File: src/rtl/tick_gen_pkg.sv
// Tick generator shared types: mode encoding, default divisors
// for a 100 MHz clock, and the channel-select width helper.
package tick_gen_pkg;

  typedef enum logic {
    PULSE  = 1'b0,
    SQUARE = 1'b1
  } mode_e;

  localparam int unsigned DIV_2HZ   = 50000000;
  localparam int unsigned DIV_1HZ   = 100000000;
  localparam int unsigned DIV_4HZ   = 25000000;
  localparam int unsigned DIV_400HZ = 250000;

  // channel select width, never below 1 bit
  function automatic int ch_w(input int n);
    return (n > 1) ? $clog2(n) : 1;
  endfunction

endpackage

File: src/rtl/tick_gen_bank_if.sv
// Divisor/mode write bus of the tick bank.
// master: cfg_we/cfg_ch/cfg_div/cfg_mode out, cfg_err in.
interface tick_gen_bank_if
  import tick_gen_pkg::*;
#(
  parameter int NUM_CH = 4,
  parameter int CNT_W  = 32
);

  localparam int CH_W = ch_w(NUM_CH);

  logic             cfg_we;
  logic [CH_W-1:0]  cfg_ch;
  logic [CNT_W-1:0] cfg_div;
  mode_e            cfg_mode;
  logic             cfg_err;

  modport master (
    output cfg_we,
    output cfg_ch,
    output cfg_div,
    output cfg_mode,
    input  cfg_err
  );

  modport slave (
    input  cfg_we,
    input  cfg_ch,
    input  cfg_div,
    input  cfg_mode,
    output cfg_err
  );

endinterface

File: src/rtl/tick_chan.sv
// One tick channel: counter, shadowed divisor/mode, tick and wave.
// Ports: clk, rst, en, clr, wr/wr_div/wr_mode -> tick, wave.
module tick_chan
  import tick_gen_pkg::*;
#(
  parameter int               CNT_W   = 32,
  parameter logic [CNT_W-1:0] DEF_DIV = CNT_W'(DIV_1HZ)
) (
  input  logic             clk,
  input  logic             rst,
  input  logic             en,
  input  logic             clr,
  input  logic             wr,
  input  logic [CNT_W-1:0] wr_div,
  input  mode_e            wr_mode,
  output logic             tick,
  output logic             wave
);

  logic [CNT_W-1:0] d_q, d_nx;
  logic [CNT_W-1:0] s_q, s_nx;
  logic [CNT_W-1:0] cnt_q, cnt_nx;
  mode_e            sm_q, sm_nx;
  mode_e            m_q, m_nx;
  logic             tick_nx, wave_nx;
  logic             wrap, load;

  // a write in the wrap cycle is forwarded
  assign s_nx  = wr ? wr_div  : s_q;
  assign sm_nx = wr ? wr_mode : sm_q;

  assign wrap = en && (cnt_q >= d_q - CNT_W'(1));
  assign load = clr || wrap || (!en && wr);

  always_comb begin
    d_nx    = d_q;
    m_nx    = m_q;
    cnt_nx  = cnt_q;
    tick_nx = 1'b0;
    wave_nx = wave;
    if (load) begin
      d_nx = s_nx;
      m_nx = sm_nx;
    end
    if (clr) begin
      cnt_nx = '0;
    end else if (wrap) begin
      cnt_nx  = '0;
      tick_nx = 1'b1;
    end else if (en) begin
      cnt_nx = cnt_q + CNT_W'(1);
    end else if (load && cnt_q >= d_nx) begin
      // shrunk divisor while frozen
      cnt_nx = '0;
    end
    if (m_nx == PULSE)
      wave_nx = tick_nx;
    else if (clr || m_nx != m_q)
      wave_nx = 1'b0;
    else if (wrap)
      wave_nx = ~wave;
  end

  always_ff @(posedge clk or posedge rst) begin
    if (rst) begin
      d_q   <= DEF_DIV;
      s_q   <= DEF_DIV;
      sm_q  <= PULSE;
      m_q   <= PULSE;
      cnt_q <= '0;
      tick  <= 1'b0;
      wave  <= 1'b0;
    end else begin
      d_q   <= d_nx;
      s_q   <= s_nx;
      sm_q  <= sm_nx;
      m_q   <= m_nx;
      cnt_q <= cnt_nx;
      tick  <= tick_nx;
      wave  <= wave_nx;
    end
  end

endmodule

File: src/rtl/tick_gen_bank.sv
// Bank of NUM_CH tick channels with a shared config write bus.
// Ports: clk, rst, ch_en, sync_clr, cfg (slave) -> tick, wave.
module tick_gen_bank
  import tick_gen_pkg::*;
#(
  parameter int          NUM_CH  = 4,
  parameter int          CNT_W   = 32,
  parameter int unsigned DEF_DIV = DIV_1HZ
) (
  input  logic              clk,
  input  logic              rst,
  input  logic [NUM_CH-1:0] ch_en,
  input  logic              sync_clr,
  tick_gen_bank_if.slave    cfg,
  output logic [NUM_CH-1:0] tick,
  output logic [NUM_CH-1:0] wave
);

  localparam int CH_W = ch_w(NUM_CH);
  localparam logic [CH_W:0] NUM_V =
    (CH_W+1)'(NUM_CH);
  localparam logic [CNT_W-1:0] DEF_V =
    CNT_W'(DEF_DIV);

  logic              ch_ok;
  logic              wr_ok;
  logic              err_q;
  logic [NUM_CH-1:0] wr_sel;

  assign ch_ok = {1'b0, cfg.cfg_ch} < NUM_V;
  assign wr_ok = cfg.cfg_we && ch_ok &&
                 (cfg.cfg_div != '0);

  always_comb begin
    wr_sel = '0;
    for (int i = 0; i < NUM_CH; i++)
      if (wr_ok && cfg.cfg_ch == CH_W'(i))
        wr_sel[i] = 1'b1;
  end

  always_ff @(posedge clk or posedge rst) begin
    if (rst) err_q <= 1'b0;
    else     err_q <= cfg.cfg_we && !wr_ok;
  end

  assign cfg.cfg_err = err_q;

  for (genvar g = 0; g < NUM_CH; g++) begin : g_ch
    tick_chan #(
      .CNT_W   (CNT_W),
      .DEF_DIV (DEF_V)
    ) u_chan (
      .clk     (clk),
      .rst     (rst),
      .en      (ch_en[g]),
      .clr     (sync_clr),
      .wr      (wr_sel[g]),
      .wr_div  (cfg.cfg_div),
      .wr_mode (cfg.cfg_mode),
      .tick    (tick[g]),
      .wave    (wave[g])
    );
  end

endmodule

File: src/flat_wrapper.sv
// flat-port wrapper written by rule: the top's interface ports become plain ports
module tick_gen_bank_flat import tick_gen_pkg::*;
#(
  parameter int          NUM_CH  = 4,
  parameter int          CNT_W   = 32,
  parameter int unsigned DEF_DIV = DIV_1HZ
)
  (clk, rst, ch_en, sync_clr, tick, wave, cfg_cfg_we, cfg_cfg_ch, cfg_cfg_div, cfg_cfg_mode, cfg_cfg_err);
  tick_gen_bank_if #(.NUM_CH(NUM_CH), .CNT_W(CNT_W)) cfg_i ();
  input  logic clk;
  input  logic rst;
  input  logic [NUM_CH-1:0] ch_en;
  input  logic sync_clr;
  output logic [NUM_CH-1:0] tick;
  output logic [NUM_CH-1:0] wave;
  input wire logic [$bits(cfg_i.cfg_we)-1:0] cfg_cfg_we;
  input wire logic [$bits(cfg_i.cfg_ch)-1:0] cfg_cfg_ch;
  input wire logic [$bits(cfg_i.cfg_div)-1:0] cfg_cfg_div;
  input wire logic [$bits(cfg_i.cfg_mode)-1:0] cfg_cfg_mode;
  output wire logic [$bits(cfg_i.cfg_err)-1:0] cfg_cfg_err;
  assign cfg_i.cfg_we = cfg_cfg_we;
  assign cfg_i.cfg_ch = cfg_cfg_ch;
  assign cfg_i.cfg_div = cfg_cfg_div;
  assign cfg_i.cfg_mode = cfg_cfg_mode;
  assign cfg_cfg_err = cfg_i.cfg_err;
  tick_gen_bank #(.NUM_CH(NUM_CH), .CNT_W(CNT_W), .DEF_DIV(DEF_DIV)) u_core (.clk(clk), .rst(rst), .ch_en(ch_en), .sync_clr(sync_clr), .cfg(cfg_i), .tick(tick), .wave(wave));
endmodule
File: config.mk
export PLATFORM = sky130hd
export DESIGN_NAME = tick_gen_bank_flat
export DESIGN_NICKNAME = d
export VERILOG_FILES = /design/src/rtl/tick_gen_pkg.sv /design/src/rtl/tick_gen_bank_if.sv /design/src/rtl/tick_chan.sv /design/src/rtl/tick_gen_bank.sv /design/src/flat_wrapper.sv
export SDC_FILE = /design/constraint.sdc
export NUM_CORES = 1
export LEC_CHECK = 0
export BUFFER_PORTS_ARGS = -buffer_cell sky130_fd_sc_hd__buf_4
export CAP_MARGIN = 20
export CORE_MARGIN = 2
export CORE_UTILIZATION = 40
export DETAILED_ROUTE_END_ITERATION = 10
export GPL_TIMING_DRIVEN = 0
export SLEW_MARGIN = 20
export SYNTH_ARGS = -nofsm -noshare
export SYNTH_HDL_FRONTEND = slang
export SYNTH_HIERARCHICAL = 1
export SYNTH_SLANG_ARGS = --single-unit
File: constraint.sdc
create_clock -name clk -period 6.7 [get_ports clk]
set_input_delay 0.67 -clock clk [delete_from_list [all_inputs] [get_ports clk]]
set_output_delay 0.67 -clock clk [all_outputs]
set_load 0.05 [all_outputs]
==> summary.txt <==
Outcome
  – Outcome: finished, final reports clean

Min path
  – Worst hold path type: primary input to async pin

Place
  – GP Congestion: 0.8849
  – HPWL Detailed: around 54 mm
  – Worst slack, placed: -1.313 ns
  – Port bufs: between 50 and 60
  – Inst Count DP: between 3000 and 4000

Global routing
  – First-pass GRT wire length: 114.8 mm
  – Initial antenna violation count: 2
  – Overall Global Routing Usage: between 20% and 30%
  – Total congestion overflow: 0
  – Vias in the first global route: between 20000 and 25000
  – Largest net degree at the start of global routing: 80

Timing
  – Clock skew: 0.02618 ns
  – Worst Tran Pin Value: slightly above 1 ns
  – FMAX: around 0.15 GHz
  – Relative slew slack: around 33%
  – Hold WS: roughly 0.03 ns
  – Final worst slack: 0.1955 ns
  – Final setup fails: 0
  – Final Cycle Share: 97.08%
  – Tmin final: 6.505 ns
  – Unrepaired setup endpoints after global routing: yes
  – Pins Over Slew Limit: 0
  – Fin. Hold Viols: 0

Synth
  – Post-Syn Area: around 27000 um2
  – Synth Register Bits: around 400
  – Cell taking the most area after synthesis: dfrtp_1
  – Synth Instances: roughly 2600
  – Post-synthesis cell type count: 85
  – Asr flop ratio synth: 100.0%
  – Ys flop type: dfrtp_1
  – Mapped Nets: between 2000 and 3000
  – Synth warnings: 6
  – Register area share after synthesis: about two fifths
  – EDFF count, synth: 0
  – Syn avg cell area: 10.36 um2
  – Ranking of synthesized cells by area: dfrtp_1, ha_1, mux2_2, dfstp_2, mux2i_1
  – Yosys top cell area share: between 20% and 30%

Clock network
  – Max clock buf depth: 3
  – Htree depth: 2
  – # clock sinks: approximately 400
  – Clk root buf: clkbuf_16
  – Clk pin slew, worst setup/hold paths: 0.06 ns
  – Hold bufs inserted after CTS: 0
  – Clk_lat worst skew: ~0.61 ns
  – CTS tree: done
  – Num CTS Buffers: 45

Finish
  – Net count reported at finish: a little over 3000
  – Final Non-Filler Cells: between 3000 and 4000
  – Share of layout cells above drive strength 1: roughly 26%
  – P&R area growth vs syn: 15.59%
  – Final Core Density: 46.79%

Worst setup path
  – Worst EP arrival: approximately 7 ns
  – Crit. End Element: flop
  – Maximum fanout along the worst path: 6
  – Critical-path top delay cell: or4_4
  – CP required: 7.18 ns
  – CP peak stage delay: about 0.61 ns
  – CP startpoint kind: flop
  – Crit Path Category: flop to flop
  – Worst R2R Path Depth: 25

Detailed routing
  – Met3 wire len: about 2.8 mm
  – Post-DR vias/cell: around 5.7
  – Met2 WL post-DR: between 30 and 40 mm
  – Pre-antenna DRT Iters: 5
  – Routed metal-1 wirelength: approximately 33 mm
  – Avg WL per Cell: 20.02 um
  – Routed Antenna Nets: 0
  – Drc violations: 0
  – Top layer in use: met5
  – DRT iter0 DRCs: approximately 1200
  – Total wire length: 72.59 mm
  – Via count: slightly above 20000

Floorplanning
  – Starting Density: roughly 40%
  – I/O Pins: 52
  – Rows: 94
  – Die height: roughly 260 um
  – Core area: 65860 um2
  – Die ar.: between 60000 and 70000 um2
  – Die width: between 200 and 300 um

Job
  – Total of max-cap violations: 0

Pwr
  – Power per Cell Area: ~250 nW/um2
  – Worst vdd ir: between 0.15 and 0.2 mV
  – Overall Power: slightly below 8 mW
  – Leak: 13.45 nW
## cell type report
class	instances	area, um2
clock buffers	60	1272
inverters	75	301.5
plain buffers	82	508.0
repair buffers	107	938.4
diodes	1	2.502
multi-input cells	2012	16300
clock inverters	24	259.0
flip-flops and latches	401	10160
well taps	864	1081
fillers	6047	35050
## per-layer routing
layer | track usage, % | vias up
met5 | 0 | -
met2 | 35.50 | 407
li1 | - | 9935
met1 | 27.50 | 10301
met3 | 2.681 | 138
met4 | 8.161 | 4
## worst max-delay path: cells and delay by family (launching register included)
| family | cells | cell delay (ns) |
|---|---|---|
| simple gates | 11 | 3.08 |
| flops | 1 | 0.45 |
| xor+xnor | 1 | 0.15 |
| fa+ha+maj | 2 | 0.61 |
| buf+inv | 3 | 0.52 |
| mux | 1 | 0.16 |
| compound gates | 7 | 1.42 |
## flip-flops by register name (all words and copies together) (netlist names)
register,cells
u_core/cfg.cfg_err,1
u_core/g_ch.u_chan/cnt_q,128
u_core/g_ch.u_chan/d_q,128
u_core/g_ch.u_chan/m_q,4
u_core/g_ch.u_chan/s_q,128
u_core/g_ch.u_chan/sm_q,4
u_core/g_ch.u_chan/tick,4
u_core/g_ch.u_chan/wave,4
## kinds of logic (layout without fill, tap and decap cells)
logic type,Yosys count,in the layout,share of synthesized area [%]
simple gates,836,836,16.90
mux,399,399,16.24
other cells,0,1,0
buf+inv,160,348,2.497
fa+ha+maj,264,264,12.39
xor+xnor,120,120,3.942
flops,401,401,38.09
compound gates,393,393,9.945
## synth_stat cells, drive strengths merged (29+ instances only)
master / n
buf: 43
a21oi: 126
nand4: 58
nor4: 39
nand3: 119
mux2: 268
xor2: 29
ha: 264
o21ai: 82
mux2i: 131
dfrtp: 305
clkbuf: 42
dfstp: 96
xnor2: 91
inv: 75
and3: 64
nor2: 158
nor3: 78
a221o: 39
nand2: 169
## report_power, final
group	switching [mW]	internal, mW
registers	0.361	2.88
clock network	1.08	1.50
logic	1.05	0.918
## worst paths after layout
kind / startpoint / endpoint / slack (ns)
setup / recovery: u_core/g_ch[1].u_chan/d_q[7] / u_core/g_ch[1].u_chan/cnt_q[4] / 0.20
hold / removal: rst / u_core/cfg.cfg_err / 0.03
setup reg to reg: u_core/g_ch[1].u_chan/d_q[7] / u_core/g_ch[1].u_chan/cnt_q[4] / 0.20
hold reg to reg: u_core/g_ch[2].u_chan/s_q[0] / u_core/g_ch[2].u_chan/s_q[0] / 0.51
max in group asynchronous: rst / u_core/g_ch[2].u_chan/d_q[26] / 5.85
min in group clk: ch_en[1] / u_core/g_ch[1].u_chan/wave / 0.43
## metrics by stage
stage               TNS [ns]  instance area, um2
detailed placement   -122.03               28270
global placement     -106.82               28120
floorplan                  0               26660
finish                     0               30810
global route          -2.785               30810
CTS                        0               30160
## what timing repair did
| action | in CTS | in global routing |
|---|---|---|
| hold endpoints to repair | 0 | 0 |
| cloned | 0 | 3 |
| pin swaps | 18 | 50 |
| gates resized for setup | 53 | 98 |
| setup buffers | 23 | 26 |
| setup endpoints to repair | 128 | 128 |
## cell usage in the layout (no fill, tap or decap), drive strengths merged, types with 20 or more instances in the layout
| master | n |
|---|---|
| nand3 | 119 |
| nand4 | 58 |
| xnor2 | 91 |
| dfrtp | 305 |
| o311ai | 20 |
| mux2i | 131 |
| mux2 | 268 |
| nor4 | 39 |
| or3 | 26 |
| and3 | 64 |
| inv | 76 |
| a221o | 39 |
| buf | 150 |
| a21oi | 126 |
| a211oi | 26 |
| nand2 | 169 |
| dfstp | 96 |
| nor3 | 78 |
| or4 | 24 |
| xor2 | 29 |
| o21ai | 82 |
| clkbuf | 99 |
| ha | 264 |
| nor2 | 158 |
Note: power is estimated with default switching activity, not from simulation.
